[config.mk]
export PLATFORM = sky130hd
export DESIGN_NAME = systolic_psum_collector
export DESIGN_NICKNAME = d
export VERILOG_FILES = /design/src/rtl/systolic_psum_collector.sv
export SDC_FILE = /design/constraint.sdc
export NUM_CORES = 2
export LEC_CHECK = 0
export ABC_AREA = 1
export BUFFER_PORTS_ARGS = -buffer_cell sky130_fd_sc_hd__buf_2
export CAP_MARGIN = 20
export CORE_ASPECT_RATIO = 0.6
export CORE_MARGIN = 10
export CORE_UTILIZATION = 35
export CTS_CLUSTER_DIAMETER = 120
export DETAILED_ROUTE_END_ITERATION = 6
export PLACE_DENSITY = 0.49
export SLEW_MARGIN = 20
export SYNTH_ARGS = -nofsm -noshare
export SYNTH_HDL_FRONTEND = slang
export SYNTH_SLANG_ARGS = --single-unit
[constraint.sdc]
create_clock -name clk -period 5.87 [get_ports clk]
set_clock_uncertainty 0.2 [all_clocks]
set_input_delay 0.587 -clock clk [delete_from_list [all_inputs] [get_ports clk]]
set_output_delay 0.587 -clock clk [all_outputs]
set_load 0.1 [all_outputs]
[src/rtl/systolic_psum_collector.sv]
// Drains the bottom row of a systolic array: de-skews column partial sums, accumulates
// them over a configurable number of passes and queues finished row vectors in a small FIFO.
module systolic_psum_collector #(
    parameter int COLS       = 8,
    parameter int PSUM_DW    = 20,
    parameter int ACC_DW     = 24,
    parameter int FIFO_DEPTH = 4
) (
    input  logic                      clk,
    input  logic                      rst_n,
    input  logic                      clr,
    input  logic [3:0]                cfg_passes,
    input  logic                      in_valid,
    input  logic [COLS*PSUM_DW-1:0]   in_psum,
    output logic                      out_valid,
    input  logic                      out_ready,
    output logic [COLS*ACC_DW-1:0]    out_data,
    output logic                      almost_full,
    output logic                      err_overflow
);
    localparam int SKEW = COLS - 1;
    localparam int VW   = (SKEW > 0) ? SKEW : 1;
    localparam int PW   = (FIFO_DEPTH > 1) ? $clog2(FIFO_DEPTH) : 1;
    localparam int CW   = $clog2(FIFO_DEPTH + 1);
    localparam logic [CW-1:0] FULL_CNT = CW'(FIFO_DEPTH);
    localparam logic [CW-1:0] AF_CNT   = CW'(FIFO_DEPTH - 1);

    logic [VW-1:0]                     vld_r;
    logic                              aligned_valid_s;
    logic [COLS-1:0][PSUM_DW-1:0]      aligned_psum_s;
    logic [COLS-1:0][ACC_DW-1:0]       acc_r;
    logic [COLS-1:0][ACC_DW-1:0]       sum_s;
    logic [3:0]                        pass_cnt_r;
    logic [3:0]                        n_r;
    logic [3:0]                        n_eff_s;
    logic                              first_s;
    logic                              last_s;
    logic                              push_s;
    logic                              push_ok_s;
    logic                              pop_s;
    logic                              full_s;
    logic [PW-1:0]                     wr_ptr_r;
    logic [PW-1:0]                     rd_ptr_r;
    logic [PW-1:0]                     rd_nxt_s;
    logic [CW-1:0]                     cnt_r;
    logic [CW-1:0]                     cnt_nxt_s;
    logic [COLS*ACC_DW-1:0]            mem_r [FIFO_DEPTH];
    logic [COLS*ACC_DW-1:0]            head_nxt_s;
    logic                              out_valid_r;
    logic [COLS*ACC_DW-1:0]            out_data_r;
    logic                              almost_full_r;
    logic                              err_overflow_r;

    // Valid skew chain: column 0 valid delayed COLS-1 cycles marks the aligned vector
    always_ff @(posedge clk or negedge rst_n) begin
        if (!rst_n) begin
            vld_r <= '0;
        end else if (clr) begin
            vld_r <= '0;
        end else begin
            vld_r[0] <= in_valid;
            for (int i = 1; i < VW; i++) begin
                vld_r[i] <= vld_r[i-1];
            end
        end
    end

    assign aligned_valid_s = (SKEW == 0) ? in_valid : vld_r[VW-1];

    // Column j waits COLS-1-j stages; the last column is tapped straight from the input
    for (genvar j = 0; j < COLS; j++) begin : g_col
        localparam int D = COLS - 1 - j;
        if (D == 0) begin : g_direct
            assign aligned_psum_s[j] = in_psum[j*PSUM_DW +: PSUM_DW];
        end else begin : g_skew
            logic [PSUM_DW-1:0] stg_r [D];
            // Data-only skew pipeline, not touched by clr
            always_ff @(posedge clk or negedge rst_n) begin
                if (!rst_n) begin
                    for (int k = 0; k < D; k++) begin
                        stg_r[k] <= '0;
                    end
                end else begin
                    stg_r[0] <= in_psum[j*PSUM_DW +: PSUM_DW];
                    for (int k = 1; k < D; k++) begin
                        stg_r[k] <= stg_r[k-1];
                    end
                end
            end
            assign aligned_psum_s[j] = stg_r[D-1];
        end
    end

    // Group bookkeeping and per-column sign-extended sums
    always_comb begin
        first_s = (pass_cnt_r == 4'd0);
        if (first_s) begin
            n_eff_s = (cfg_passes == 4'd0) ? 4'd1 : cfg_passes;
        end else begin
            n_eff_s = n_r;
        end
        last_s = (pass_cnt_r == (n_eff_s - 4'd1));
        for (int j = 0; j < COLS; j++) begin
            if (first_s) begin
                sum_s[j] = ACC_DW'(signed'(aligned_psum_s[j]));
            end else begin
                sum_s[j] = acc_r[j] + ACC_DW'(signed'(aligned_psum_s[j]));
            end
        end
    end

    // Accumulator and pass counter; the group length is frozen on the first pass
    always_ff @(posedge clk or negedge rst_n) begin
        if (!rst_n) begin
            pass_cnt_r <= 4'd0;
            n_r        <= 4'd1;
            acc_r      <= '0;
        end else if (clr) begin
            pass_cnt_r <= 4'd0;
        end else if (aligned_valid_s) begin
            n_r        <= n_eff_s;
            acc_r      <= sum_s;
            pass_cnt_r <= last_s ? 4'd0 : (pass_cnt_r + 4'd1);
        end
    end

    // FIFO control: a full FIFO still takes a row if the head leaves in the same cycle
    always_comb begin
        push_s    = aligned_valid_s && last_s;
        pop_s     = out_valid_r && out_ready;
        full_s    = (cnt_r == FULL_CNT);
        push_ok_s = push_s && (!full_s || pop_s);
        rd_nxt_s  = pop_s ? (rd_ptr_r + PW'(1)) : rd_ptr_r;
        case ({push_ok_s, pop_s})
            2'b10:   cnt_nxt_s = cnt_r + CW'(1);
            2'b01:   cnt_nxt_s = cnt_r - CW'(1);
            default: cnt_nxt_s = cnt_r;
        endcase
        if (push_ok_s && (rd_nxt_s == wr_ptr_r)) begin
            head_nxt_s = sum_s;
        end else begin
            head_nxt_s = mem_r[rd_nxt_s];
        end
    end

    // FIFO storage, pointers and registered head/valid/overflow outputs
    always_ff @(posedge clk or negedge rst_n) begin
        if (!rst_n) begin
            for (int k = 0; k < FIFO_DEPTH; k++) begin
                mem_r[k] <= '0;
            end
            wr_ptr_r       <= '0;
            rd_ptr_r       <= '0;
            cnt_r          <= '0;
            out_valid_r    <= 1'b0;
            out_data_r     <= '0;
            err_overflow_r <= 1'b0;
        end else if (clr) begin
            wr_ptr_r       <= '0;
            rd_ptr_r       <= '0;
            cnt_r          <= '0;
            out_valid_r    <= 1'b0;
            err_overflow_r <= 1'b0;
        end else begin
            if (push_ok_s) begin
                mem_r[wr_ptr_r] <= sum_s;
                wr_ptr_r        <= wr_ptr_r + PW'(1);
            end
            if (push_s && !push_ok_s) begin
                err_overflow_r <= 1'b1;
            end
            rd_ptr_r    <= rd_nxt_s;
            cnt_r       <= cnt_nxt_s;
            out_valid_r <= (cnt_nxt_s != '0);
            out_data_r  <= head_nxt_s;
        end
    end

    // Stall request trails the occupancy by one cycle
    always_ff @(posedge clk or negedge rst_n) begin
        if (!rst_n) begin
            almost_full_r <= 1'b0;
        end else begin
            almost_full_r <= (cnt_r >= AF_CNT);
        end
    end

    assign out_valid    = out_valid_r;
    assign out_data     = out_data_r;
    assign almost_full  = almost_full_r;
    assign err_overflow = err_overflow_r;

endmodule

* Yosys cells after proc, flatten, opt, wreduce, memory -nomap -nowiden
Cells that the tools add are included. W data, S select, Z words.
Storage, ports and cells: output and inout bits 195, bits of input ports 169, register bits after elaboration 1737, ROM bits 0, memories kept 0, word-level logic and storage cells 123, latch bits 0, RAM bits 0
Cells by class: shift operators 0, bitwise logic cells 3, multiplexer cells 30, eq/ne operators 5, div/mod/pow operators 0, magnitude comparators 4, reduce and logical (&&, ||, !) cells 17, multiply operators 0, $add $sub $neg 14
Operators by type and width (number):
- $bwmux W768 | 1
- $mux W192 | 4
- $bmux W192 S2 | 1
- $demux W192 S2 | 1
- $add A24 B24 Y24 | 8
- $mux W24 | 8
- $mux W4 | 5
- $logic_not A4 Y1 | 2
- $mux W2 | 4
- $mux W7 | 1
- $ge A3 B3 Y1 const B | 2
- $logic_and A1 B1 Y1 | 6
- $not A2 Y3 | 2
- $pmux W3 S2 | 1
- $reduce_bool A2 Y1 | 3
- $add A2 B1 Y2 const B | 2
- $add A4 B1 Y4 const B | 1
- $eq A4 B4 Y1 | 1
- $reduce_and A2 Y1 | 2
- $sub A4 B1 Y4 const B | 1
- $add A3 B1 Y3 const B | 1
- $eq A3 B3 Y1 const B | 1
- $ge A3 B2 Y1 const B | 1
- $lt A3 B1 Y1 const B | 1
- 10 further kinds | 13

* Depth between registers and ports, before layout
word-level depth 11, gate-level depth with buffers 21

* Worst setup path before layout
No wires, ideal clock.
path kind register -> register, start point reg pass_cnt_r[0], end point reg out_valid_r (netlist: out_valid), clock period less this slack 3397 ps, slack 2473 ps, cell stages (with the launch flop) 22, required time 5534 ps, arrival time 3060 ps, buffers on the path 1, cell sequence dfrtp_1 > inv_1 > ha_1 > buf_2 > nand2_4 > nand2_1 > nand2_1 > nor2_1 > ha_1 > xor2_1 > inv_1 > nand2_1 > nand3_1 > nor2_2 > nand4_1 > ha_1 > fa_1 > a21oi_1 > o21ai_0 > xor2_1 > inv_1 > a31oi_1
Between the ends: word-level cells in the longest chain between the ends 10
Ends and longest elaborated chain:
- from (decl) | RTL line 33 | logic [3:0] pass_cnt_r;
- from (signal assigned) | RTL line 123 | pass_cnt_r <= last_s ? 4'd0 : (pass_cnt_r + 4'd1);
- $logic_not A4 Y1 | RTL line 96 | first_s = (pass_cnt_r == 4'd0);
- $mux W4 | RTL line 97 | if (first_s) begin
- $sub A4 B1 Y4 | RTL line 102 | last_s = (pass_cnt_r == (n_eff_s - 4'd1));
- $eq A4 B4 Y1 * | RTL line 102
- $logic_and A1 B1 Y1 * | RTL line 129 | push_s = aligned_valid_s && last_s;
- $logic_and A1 B1 Y1 * | RTL line 132 | push_ok_s = push_s && (!full_s || pop_s);
- $eq A2 B1 Y1 / $eq A2 B2 Y1 (equally long branches) | RTL line 134 | case ({push_ok_s, pop_s})
- $pmux W3 S2 * | RTL line 134
- $reduce_bool A3 Y1 * | RTL line 174 | out_valid_r <= (cnt_nxt_s != '0);
- $mux W1 * | RTL line 158 | end else if (clr) begin
- to (signal assigned) | RTL line 174
- to (decl) | RTL line 49 | logic out_valid_r;
Every way passes the cells marked *; elsewhere a longest branch is shown, timed or not. A chain may end at the register's enable or synchronous reset.

* Worst setup path after layout
start point reg pass_cnt_r[0], end point reg mem_r[314] (netlist name)
Between the ends: word-level cells in the longest chain between the ends 7
Ends and longest elaborated chain:
- $logic_not A4 Y1 | RTL line 96
- $mux W4 | RTL line 97
- $sub A4 B1 Y4 | RTL line 102
- $eq A4 B4 Y1 | RTL line 102
- $logic_and A1 B1 Y1 | RTL line 129
- $logic_and A1 B1 Y1 | RTL line 132
- $reduce_and A2 Y1 (no source line)
- to (signal, indexed assignment) | RTL line 166 | mem_r[wr_ptr_r] <= sum_s;
- to (decl) | RTL line 47 | logic [COLS*ACC_DW-1:0] mem_r [FIFO_DEPTH];
Several ways; a longest one is shown, not always the timed one.

==> impl_metrics.env <==
export IMPL_status="finished clean"
export IMPL_ctsResizeCount=0
export IMPL_post_route_cells_drive_above_1_share_pct=7.62
export IMPL_required_time_of_the_critical_path_ns=6.33
export IMPL_yosys_top_cells_area="dfrtp_1 (54%), nand2_1 (15%), inv_1 (5.1%)"
export IMPL_launch_instance_of_the_worst_min_delay_path="in_psum[158]"
export IMPL_fmaxAchievable_mhz=225
export IMPL_pre_cts_slack_ns=1.40
export IMPL_ys_seq_elements=1737
export IMPL_post_route_min_period_ns=4.44
export IMPL_synth_yosys_warnings=0
export IMPL_drt_first_pass_iters=5
export IMPL_vias=66200
export IMPL_numClockSinks=1737
export IMPL_postSynth_asyncResetShare_pct=100
export IMPL_maxUsedRoutingLayer="met4"
export IMPL_yosys_area_share_simple_pct=23.2
export IMPL_combinational_family_with_the_most_area_after_synthesis="simple AND/OR/NAND/NOR gates"
export IMPL_root_buffer="clkbuf_16"
export IMPL_clk_insertion_delay_late_ns=0.86
export IMPL_multiInputGateArea_um2=30800
export IMPL_route_antenna_remaining_nets=0
export IMPL_globalRouteOverflowTotal=0
export IMPL_clock_tree_htree_level_count=4
export IMPL_cts_tree="built"
export IMPL_synth_edff_count=0
export IMPL_muxShareOfSynthArea_pct=0.125
export IMPL_route_detailed_drc=0
export IMPL_synthXorXnorAreaFrac_pct=0.502
export IMPL_worstHoldEndpoint="mem_r[378]"
export IMPL_number_of_instances_in_the_synthesized_netlist=9930
export IMPL_routedWlPerCell_um=19.1
export IMPL_cts_reportedPaths_clkPinSlew_ns=0.07
export IMPL_met3_length_mm=13.9
export IMPL_worst_r2r_cell_count=15
export IMPL_initial_core_util_pct=35.1
export IMPL_timing_hold_violations_final=0
export IMPL_static_power_due_to_leakage_uw=0.0472
export IMPL_crit_path_end_kind="register"
export IMPL_post_synth_fa_ha_maj_area_fraction_pct=3.22
export IMPL_synth_cell_type_count=38
export IMPL_r2r_setup_slack_ns=1.43
export IMPL_antenna_found_initial=9
export IMPL_grt_first_pass_wirelength_mm=397
export IMPL_regToRegStartpoint="pass_cnt_r[0]"
export IMPL_placeableCoreArea_um2=229000
export IMPL_setup_viol=0
export IMPL_dr_first_iter_drc_count=5956
export IMPL_met1_length_mm=132
export IMPL_crit_type="register to register"
export IMPL_place_detailed_hpwl_mm=165
export IMPL_relSlewSlack_pct=26.6
export IMPL_area_delta_synth_final_pct=15.2
export IMPL_global_route_usage_total_pct=20.1
export IMPL_synth_top_flop_cell="dfrtp_1"
export IMPL_unrepaired_setup_endpoints_after_global_routing="no"
export IMPL_min_delay_path_depth=4
export IMPL_routabilityCongestion=0.922
export IMPL_synth_compound_area_share_pct=11.1
export IMPL_floorplan_rows=136
export IMPL_post_layout_nonfiller_instances=13400
export IMPL_routed_wl_met2_mm=104
export IMPL_synth_sequential_area_ratio_pct=54.1
export IMPL_synth_top_cell_area_share_pct=54.1
export IMPL_timing_rr_end="mem_r[314]"
export IMPL_final_core_util_pct=40.5
export IMPL_synthesis_area_per_instance_um2=8.09
export IMPL_vdd_drop_max_v=0.000254
export IMPL_max_cap_violations=0
export IMPL_sequential_area_um2=43500
export IMPL_cts_buffers_inserted=180
export IMPL_timing_hold_worst_class="input port to register"
export IMPL_crit_path_max_fanout=86
export IMPL_die_height_um=391
export IMPL_mappedNetlistArea_um2=80300
export IMPL_port_buffers=363
export IMPL_final_fill_count=23300
export IMPL_finish_net_count=10600
export IMPL_die_area_um2=250000
export IMPL_yosys_area_top_type="dfrtp_1"
export IMPL_buffers_from_clock_root_to_sink_at_most=4
export IMPL_timing_max_transition_violations_final=0
export IMPL_wirelength_mm=256
export IMPL_post_layout_worst_setup_margin_ns=1.43
export IMPL_mappedNetlistNets=10300
export IMPL_arrival_ns=4.90
export IMPL_die_w_um=638
export IMPL_io_pins=364
export IMPL_grt_max_degree=211
export IMPL_timing_critical_path_from_type="register"
export IMPL_dp_cells=12900
export IMPL_totalNegativeSetupSlack_ns=0
export IMPL_avgViaCountPerCell=4.94
export IMPL_grt_pass1_vias=63700
export IMPL_tightest_slew_ns=1.10
export IMPL_power_density_over_the_cells_nw_per_um2=371
export IMPL_fin_crit_sh_pct=75.7
## sequential cells by signal, summed over array words and instances, names as in the netlist, 3 cells and up
name and cells:
pass_cnt_r 4, vld_r 7, cnt_r 3, aligned_psum_s 120, mem_r 768, g_col.g_skew.stg_r 440
n_r 4, acc_r 192, out_data 192
## synthesized netlist by cell type (111+ instances only)
cell type	n
nand2_1	3224
a21oi_1	111
buf_2	197
o21ai_0	659
nor2_1	629
ha_1	192
dfrtp_1	1736
nand3_1	618
clkbuf_1	257
o21ai_1	762
o22ai_1	193
inv_1	1088
## cell usage in the layout, fill, tap and decap left out, types with 66 or more instances in the layout
cell / n
a21oi_1: 111
dlygate4sd3_1: 147
o21ai_1: 763
inv_1: 1087
dfrtp_1: 1736
nor2_1: 627
nand3_1: 618
clkbuf_16: 181
ha_1: 192
buf_2: 361
o21ai_0: 658
nand4_1: 66
nand2_1: 3223
o22ai_1: 193
## power by group
group          leakage (uW)  switching (uW)  internal, uW
clock               0.00296            5000          6910
sequential           0.0225             567         12800
combinational        0.0217            7030          2080
## critical path, cell delays in order, from the launching register on
cell and delay [ns]:
dfrtp_1 0.45, inv_1 0.19, ha_1 0.49, nand3_1 0.19
nor2_1 0.13, nor2_1 0.08, ha_1 0.31, xor2_1 0.20
nand3_1 0.13, nor2_2 0.17, nand3_1 0.14, nor2_4 0.33
nand3_4 0.52, buf_12 0.42, nand2_1 0.12, o21ai_1 0.07
## cells by family (layout without fill, tap and decap cells)
logic type | Yosys count | count (layout)
XOR/XNOR | 46 | 46
AND/OR/NAND/NOR | 4637 | 4637
flip-flops | 1737 | 1737
adder cells (fa/ha/maj) | 201 | 201
buffers and inverters | 1567 | 2003
other | 0 | 4
multiplexers | 10 | 10
AO/OA/AOI/OAI | 1732 | 1732
## layout make-up
class	instances	share of cell area, %
Sequential cell	1737	47.0
Inverter	1091	4.45
Clock buffer	250	5.59
Timing Repair Buffer	596	4.70
Clock inverter	66	0.921
Antenna cell	4	0.0108
Multi-Input combinational cell	6626	33.2
Tap cell	3036	4.11
## per-layer routing
layer  vias to the layer above  track usage [%]
met3                       330             2.81
li1                      32200                -
met4                         0             4.61
met2                      1734             28.9
met5                         -                0
met1                     31900             31.5
## worst max path at each step
stage                              from         end  cells after the start
after floorplan           pass_cnt_r[0]   out_valid                     21
after global placement    pass_cnt_r[0]  mem_r[194]                     18
after detailed placement  pass_cnt_r[0]  mem_r[194]                     18
after CTS                 pass_cnt_r[0]  mem_r[314]                     18
after global routing      pass_cnt_r[0]  mem_r[312]                     18
final                     pass_cnt_r[0]  mem_r[314]                     15
## stage by stage
| stage | area (um2) | hold WS, ns | total power [uW] |
|---|---|---|---|
| final | 92500 | 0.0739 | 34400 |
| after floorplan | 80300 | 0.0914 | 20000 |
| after detailed placement | 85000 | 0.135 | 22600 |
| after global routing | 92500 | 0.0752 | 36200 |
| after CTS | 92500 | 0.0199 | 34800 |
| after global placement | 85000 | 0.133 | 22600 |
## what timing repair did
item                                   CTS  global route
hold buffers                           147             0
buffers inserted                         0             0
endpoints found under the hold margin  245             0
Note: power is estimated with default switching activity, not from simulation.
